==> config.mk <==
export PLATFORM = sky130hd
export DESIGN_NAME = gf163_digit_mul
export DESIGN_NICKNAME = d
export VERILOG_FILES = /design/src/rtl/gf163_pkg.sv /design/src/rtl/gf2_clmul_digit.sv /design/src/rtl/gf163_digit_mul.sv
export SDC_FILE = /design/constraint.sdc
export NUM_CORES = 2
export LEC_CHECK = 0
export CAP_MARGIN = 40
export CELL_PAD_IN_SITES_DETAIL_PLACEMENT = 2
export CELL_PAD_IN_SITES_GLOBAL_PLACEMENT = 2
export CORE_MARGIN = 3
export CORE_UTILIZATION = 33
export DETAILED_ROUTE_END_ITERATION = 6
export GPL_ROUTABILITY_DRIVEN = 0
export PLACE_DENSITY_LB_ADDON = 0.1
export SYNTH_ARGS = -nofsm -noshare
export SYNTH_HDL_FRONTEND = slang
export SYNTH_SLANG_ARGS = --single-unit
==> constraint.sdc <==
create_clock -name clk -period 2.35 [get_ports clk]
set_input_delay 0.47 -clock clk [delete_from_list [all_inputs] [get_ports clk]]
set_output_delay 0.47 -clock clk [all_outputs]
set_load 0.005 [all_outputs]
==> src/rtl/gf163_pkg.sv <==
// rtl/gf163_pkg.sv - GF(2^163) field constants, FSM state type and helpers
package gf163_pkg;

    localparam int M      = 163;
    localparam int PROD_W = 2 * M - 1;

    // p(x) = x^163 + x^80 + x^47 + x^9 + 1, consumed by the downstream reducer
    localparam int RED_K1 = 80;
    localparam int RED_K2 = 47;
    localparam int RED_K3 = 9;

    typedef enum logic [1:0] {
        ST_IDLE = 2'd0,
        ST_RUN  = 2'd1,
        ST_DONE = 2'd2
    } state_t;

    function automatic int ceil_div(input int n, input int d);
        return (n + d - 1) / d;
    endfunction

endpackage

==> src/rtl/gf2_clmul_digit.sv <==
// rtl/gf2_clmul_digit.sv - carry-less product of a 163-bit operand and one DIGIT-bit slice
module gf2_clmul_digit
    import gf163_pkg::*;
#(
    parameter int DIGIT = 8
) (
    input  logic [M-1:0]       a,
    input  logic [DIGIT-1:0]   d,
    output logic [161+DIGIT:0] p
);

    localparam int W = M - 1 + DIGIT;

    logic [W-1:0] a_ext;

    assign a_ext = W'(a);

    always_comb begin
        p = '0;
        for (int i = 0; i < DIGIT; i++) begin
            p = p ^ ({W{d[i]}} & (a_ext << i));
        end
    end

endmodule

==> src/rtl/gf163_digit_mul.sv <==
// rtl/gf163_digit_mul.sv - digit-serial unreduced GF(2^163) multiplier with valid/ready handshakes
module gf163_digit_mul
    import gf163_pkg::*;
#(
    parameter int DIGIT = 8
) (
    input  logic              clk,
    input  logic              rst_n,
    input  logic              in_valid,
    output logic              in_ready,
    input  logic [M-1:0]      a,
    input  logic [M-1:0]      b,
    output logic              out_valid,
    input  logic              out_ready,
    output logic [PROD_W-1:0] product
);

    localparam int NDIG = ceil_div(M, DIGIT);
    localparam int BW   = NDIG * DIGIT;
    localparam int CW   = (NDIG > 1) ? $clog2(NDIG) : 1;

    state_t              state;
    state_t              state_next;
    logic [M-1:0]        a_r;
    logic [BW-1:0]       b_r;
    logic [PROD_W-1:0]   acc;
    logic [CW-1:0]       cnt;
    logic [DIGIT-1:0]    digit;
    logic [161+DIGIT:0]  pp;
    logic                accept;
    logic                last;

    assign in_ready  = (state == ST_IDLE);
    assign out_valid = (state == ST_DONE);
    assign product   = acc;
    assign accept    = in_valid & in_ready;
    assign last      = (cnt == CW'(NDIG - 1));

    // b_r shifts left each RUN cycle, so the top slice is always the next unprocessed digit
    assign digit = b_r[BW-1 -: DIGIT];

    gf2_clmul_digit #(
        .DIGIT(DIGIT)
    ) u_clmul (
        .a(a_r),
        .d(digit),
        .p(pp)
    );

    always_ff @(posedge clk or negedge rst_n) begin
        if (!rst_n) begin
            state <= ST_IDLE;
        end else begin
            state <= state_next;
        end
    end

    always_comb begin
        state_next = state;
        case (state)
            ST_IDLE: if (accept) state_next = ST_RUN;
            ST_RUN:  if (last) state_next = ST_DONE;
            ST_DONE: if (out_ready) state_next = ST_IDLE;
            default: state_next = ST_IDLE;
        endcase
    end

    always_ff @(posedge clk or negedge rst_n) begin
        if (!rst_n) begin
            a_r <= '0;
            b_r <= '0;
            acc <= '0;
            cnt <= '0;
        end else if (accept) begin
            a_r <= a;
            b_r <= BW'(b);
            acc <= '0;
            cnt <= '0;
        end else if (state == ST_RUN) begin
            // top padding of b_r is zero, so nothing set is ever shifted out of acc
            acc <= (acc << DIGIT) ^ PROD_W'(pp);
            b_r <= b_r << DIGIT;
            cnt <= cnt + 1'b1;
        end
    end

endmodule

# ---- After elaboration in Yosys (flattened, before gate mapping)
# Index checks and enable logic that the tools add are counted.
dict set report word_totals {
  register_bits 663
  out_inout_bits 327
  wordCells 42
}
dict set report op_classes {
  addsub 1
  eq_ne 6
  muxes 10
  bitwise 17
  n_reduce_logical 3
}
# op count
set op_table {}
lappend op_table {{170-bit XOR} 7}
lappend op_table {{325-bit 2-to-1 mux} 2}
lappend op_table {{168-bit 2-to-1 mux} 2}
lappend op_table {{325-bit by 170-bit XOR with 325-bit output} 1}
lappend op_table {{170-bit by 163-bit bitwise AND with 170-bit output} 1}
lappend op_table {{170-bit by 164-bit bitwise AND with 170-bit output} 1}
lappend op_table {{170-bit by 165-bit bitwise AND with 170-bit output} 1}
lappend op_table {{170-bit by 166-bit bitwise AND with 170-bit output} 1}
lappend op_table {{170-bit by 167-bit bitwise AND with 170-bit output} 1}
lappend op_table {{170-bit by 168-bit bitwise AND with 170-bit output} 1}
lappend op_table {{170-bit by 169-bit bitwise AND with 170-bit output} 1}
lappend op_table {{170-bit bitwise AND} 1}
lappend op_table {{5-bit 2-to-1 mux} 2}
lappend op_table {{2-bit 2-to-1 mux} 3}
lappend op_table {{2-bit case mux with 3 select lines} 1}
lappend op_table {{5-bit by 1-bit adder with 5-bit output, second input constant} 1}
lappend op_table {{5-bit == test, second input constant} 1}
lappend op_table {{2-bit by 1-bit inequality test with 1-bit output, second input constant} 2}
lappend op_table {{3-bit AND reduction} 1}
lappend op_table {{2-bit by 1-bit == test with 1-bit output, second input constant} 1}
lappend op_table {{2-bit == test, second input constant} 1}
lappend op_table {{2-bit zero test} 1}
lappend op_table {{2-bit inequality test, second input constant} 1}
lappend op_table {{2-bit nonzero test} 1}
lappend op_table {{1-bit bitwise AND} 1}

# ---- Depth between registers and ports, before layout
dict set report depth {
  ltp_word 11
  depth_mapped 8
}

# ---- By module
# From an unflattened synthesis, not the netlist that was laid out.
dict set report unflattened {
  cells_unflattened 5614
  area_unflattened_um2 44276.2
}
# module instances cells_each area_each_um2
set by_module_without_submodules {}
lappend by_module_without_submodules {gf163_digit_mul 1 2871 27796.7}
lappend by_module_without_submodules {gf2_clmul_digit 1 2743 16479.6}

# ---- Least setup slack after synthesis
# No wires, ideal clock.
dict set report synth_timing {
  kind {flip-flop to flip-flop}
  startpoint {register state[0]}
  endpoint {register a_r[43]}
  arrival_ps 1526
  path_slack_ps 707
  path_stages_with_launch 8
  path_buffers 4
  period_less_slack_ps 1643
  cell_sequence {dfrtp_1 buf_2 or3b_2 clkbuf_1 clkbuf_1 buf_2 nand2_1 nand2_1}
}
dict set report synth_via {
  elab_chain_len 2
}
# element line
set synth_lines {}
lappend synth_lines {{start, declared} gf163_digit_mul.sv:22} ;# state_t state;
lappend synth_lines {{start signal, assigned} gf163_digit_mul.sv:54} ;# state <= state_next;
lappend synth_lines {{2-bit zero test} gf163_digit_mul.sv:33} ;# assign in_ready = (state == ST_IDLE);
lappend synth_lines {{1-bit bitwise AND} gf163_digit_mul.sv:36} ;# assign accept = in_valid & in_ready;
lappend synth_lines {{end signal, assigned} gf163_digit_mul.sv:70} ;# a_r <= '0;
lappend synth_lines {{end signal, assigned} gf163_digit_mul.sv:75} ;# a_r <= a;
lappend synth_lines {{end, declared} gf163_digit_mul.sv:24} ;# logic [M-1:0] a_r;
# No other way between the ends.
# A chain may end at the register's enable or synchronous reset.

# ---- Worst setup path in the final report
dict set report layout_timing {
  startpoint {register acc[2] (netlist: product[2])}
  endpoint {output port product[2]}
}
# element line
set layout_lines {}
lappend layout_lines {{start, declared} gf163_digit_mul.sv:26} ;# logic [PROD_W-1:0] acc;
lappend layout_lines {{start signal, assigned} gf163_digit_mul.sv:81} ;# acc <= (acc << DIGIT) ^ PROD_W'(pp);
lappend layout_lines {{end, declared} gf163_digit_mul.sv:15} ;# output logic [PROD_W-1:0] product
# No word-level cell between the ends.

==> impl_metrics.env <==
export IMPL_ys_seq_area_frac=0.382
export IMPL_worstSetupPathType="reg2out"
export IMPL_critPathMaxFanout=3
export IMPL_antenna_found_initial=44
export IMPL_numnets_final=5844
export IMPL_critPathLaunchType="flop"
export IMPL_synth_edff_count=0
export IMPL_finalWirelength_um=185000
export IMPL_max_clock_path_buffers=3
export IMPL_clock_buffer_count_from_cts=87
export IMPL_p_clk_frac=0.155
export IMPL_worst_skew_pair_late_latency_ns=0.71
export IMPL_floorplan_io_pins=657
export IMPL_finalSetupTns_ns=0
export IMPL_largest_net_degree_at_the_start_of_global_routing=103
export IMPL_layout_worst_path_cycle_share=0.979
export IMPL_timing_hold_worst_class="in2async"
export IMPL_fin_ws_ns=0.0492
export IMPL_worst_ir_drop_vdd_mv=0.563
export IMPL_num_rows=132
export IMPL_numPortBuffers=656
export IMPL_timing_hold_ws_ns=0.251
export IMPL_cellInternalPower_mw=54.1
export IMPL_power_switching_mw=40.2
export IMPL_power_density_nw_per_um2=1710
export IMPL_die_x_um=369
export IMPL_setup_viol=0
export IMPL_synth_fa_ha_area_frac=0.000576
export IMPL_slew_violations=0
export IMPL_grt_pass1_vias=41152
export IMPL_vias=37919
export IMPL_drc_errors=0
export IMPL_htree_num_levels=3
export IMPL_syn_area_sq_um=43400
export IMPL_worst_path_max_delay_cell="clkdlybuf4s50_1"
export IMPL_cp_buffers_inverters=1
export IMPL_clock_skew_ns=0.0373
export IMPL_rsz0062_at_grt="no"
export IMPL_grt_usage=0.268
export IMPL_switching_share=0.426
export IMPL_largest_family_of_logic_cells_by_synthesized_area="XOR/XNOR gates"
export IMPL_grt_ovfl_total=0
export IMPL_worst_endpoint_required_ns=1.88
export IMPL_timing_max_cap_violations=0
export IMPL_post_dp_hpwl_um=129000
export IMPL_clock_sinks=663
export IMPL_finalHoldViolCount=0
export IMPL_coreArea_sq_um=130000
export IMPL_die_height_um=369
export IMPL_postSynth_topFlopCell="dfrtp_1"
export IMPL_wire_length_of_the_first_global_routing_pass_um=278000
export IMPL_synth_mux_area_frac=0
export IMPL_clock_pin_slew_on_the_worst_setup_and_hold_paths_ns=0.06
export IMPL_drt_pass1_iter_count=5
export IMPL_pwr_share_seq=0.280
export IMPL_timing_critical_path_slowest_cell_delay_ns=0.71
export IMPL_fmax_achieved_mhz=435
export IMPL_cp_data_arrival_time_ns=1.83
export IMPL_synthesis_yosys_warnings=0
export IMPL_power_static_leakage_nw=23.3
export IMPL_worst_slew_pin_slew_ns=0.780
export IMPL_effective_utilization_at_floorplan=0.334
export IMPL_synth_compound_gate_area_share=0.0987
export IMPL_period_needed_ns=2.30
export IMPL_via_per_instance_ratio=5.16
export IMPL_clk_root_buffer_cell="clkbuf_16"
export IMPL_synth_lib_cells_used_distinct=29
export IMPL_timing_critical_path_cells="clkdlybuf4s50_1"
export IMPL_cts_repair_timing_setup_buffer_count=0
export IMPL_pwr_share_comb=0.566
export IMPL_synthXorXnorAreaFrac=0.279
export IMPL_post_route_cells_drive_above_1_share=0.0572
export IMPL_worst_slew_margin_relative_to_its_limit=0.480
export IMPL_synth_cells=5106
export IMPL_path_delay_family="buffers and inverters"
export IMPL_final_antenna_violating_net_count=0
export IMPL_async_reset_ff_frac=1.00
export IMPL_die_area_sq_um=136000
export IMPL_mappedNetlistNets=5438
export IMPL_routedWlPerCell_um=25.2
export IMPL_run_status="finished, final reports clean"
export IMPL_drtIter0Drc=2097
export IMPL_synth_seq_cells=663
export IMPL_layout_area_overhead_vs_synth_pct=27.3
export IMPL_syn_mean_instance_area_sq_um=8.51
export IMPL_yosys_area_share_simple=0.187
export IMPL_worst_setup_ep_type="output pin"
export IMPL_place_ws_ns=-0.0178
export IMPL_tritoncts_clock_tree="done"
==> power groups by stage <==
stage	combinational (mW)	sequential [mW]	clock, mW
2_1_floorplan	39.9	20.0	0
3_3_place_gp	52.1	26.5	0
3_5_place_dp	53.8	26.5	0
6_report	53.4	26.4	14.6
5_1_grt	58.2	27.3	15.4
4_1_cts	54.2	26.5	14.9
==> logic make-up (layout without fill, tap and decap cells) <==
| family | count (synthesis) | after routing |
|---|---|---|
| buffers and inverters | 495 | 969 |
| flip-flops | 663 | 663 |
| AND/OR/NAND/NOR | 2149 | 2149 |
| AO/OA/AOI/OAI | 656 | 656 |
| other | 0 | 28 |
| XOR/XNOR | 1141 | 1141 |
| adder cells (fa/ha/maj) | 2 | 2 |
==> path summary, 6_finish.rpt <==
kind | startpoint | endpoint | slack [ns] | cells past startpoint
worst max-delay path | product[2]$_DFFE_PN0P_ | product[2] | 0.05 | 1
worst min-delay path | rst_n | product[43]$_DFFE_PN0P_ | 0.25 | 2
worst max register to register | b_r[164]$_DFFE_PN0P_ | product[39]$_DFFE_PN0P_ | 0.21 | 6
worst min register to register | b_r[123]$_DFFE_PN0P_ | b_r[123]$_DFFE_PN0P_ | 0.48 | 2
max in group asynchronous | rst_n | product[312]$_DFFE_PN0P_ | 1.24 | 4
min in group clk | a[138] | a_r[138]$_DFFE_PN0P_ | 0.29 | 3
==> through the flow <==
step / utilization / total power, mW / cell area, sq um / std cells
finish: 0.425 / 94.3 / 55300 / 7350
global route: 0.425 / 101 / 55300 / 7343
CTS: 0.424 / 95.6 / 55200 / 7322
detailed placement: 0.400 / 80.4 / 52100 / 7164
global placement: 0.400 / 78.7 / 52100 / 7164
floorplan: - / 59.9 / 43400 / 5106
==> cell type report <==
type | instances | area [sq um]
diodes | 28 | 70.1
clock buffers | 123 | 2520
clock inverters | 34 | 566
fillers | 14284 | 74900
inverters | 3 | 11.3
multi-input cells | 3948 | 24600
flip-flops and latches | 663 | 16600
well taps | 1742 | 2180
repair buffers | 809 | 8700
==> synthesized netlist by cell type, drive strengths merged (2+ instances only) <==
master / instances / area (sq um)
xor2: 328 / 2870
a21oi: 10 / 50.1
o21ai: 327 / 1640
nor2: 17 / 63.8
ha: 2 / 25.0
xnor2: 658 / 5760
buf: 265 / 1430
nand4: 2 / 12.5
inv: 3 / 11.3
nor2b: 3 / 18.8
clkbuf: 227 / 853
nand3: 14 / 70.1
nand2: 2107 / 7910
xnor3: 155 / 3490
a22o: 163 / 1430
nand2b: 2 / 12.5
dfrtp: 663 / 16600
a22oi: 154 / 1160
==> layout by cell type (no fill, tap or decap), types with 3 or more instances in the layout <==
cell / instances
dfrtp_2: 7
dlygate4sd2_1: 9
nand2_1: 2107
diode_2: 28
o21ai_1: 152
xnor2_1: 658
bufinv_16: 10
clkbuf_1: 16
o21ai_0: 175
inv_1: 3
buf_4: 73
buf_12: 79
a22oi_1: 154
clkinv_2: 15
dfrtp_4: 10
xnor3_1: 155
nand3_1: 14
dfrtp_1: 646
clkinv_16: 5
clkbuf_8: 19
clkdlybuf4s50_1: 642
xor2_1: 328
nor2_1: 17
clkbuf_16: 88
a21oi_1: 10
a22o_1: 163
==> sequential cells by signal (all words and copies together), names as in the netlist <==
name     flops
state        2
cnt          5
b_r        168
a_r        163
product    325
==> routing by layer <==
layer | vias up | wire [um] | track usage
met5 | - | 159 | 0
met4 | 22 | 6120 | 0.0831
met3 | 259 | 8110 | 0.0456
met2 | 756 | 91700 | 0.461
met1 | 19897 | 79300 | 0.341
li1 | 16985 | - | -
==> what timing repair did <==
item | 4_1_cts | 5_1_grt
gates cloned | 0 | 0
resized for setup | 23 | 3
hold buffers | 1 | 0
endpoints found under the setup margin | 17 | 3
endpoints found under the hold margin | 93 | 0
Note: power is estimated with default switching activity, not from simulation.
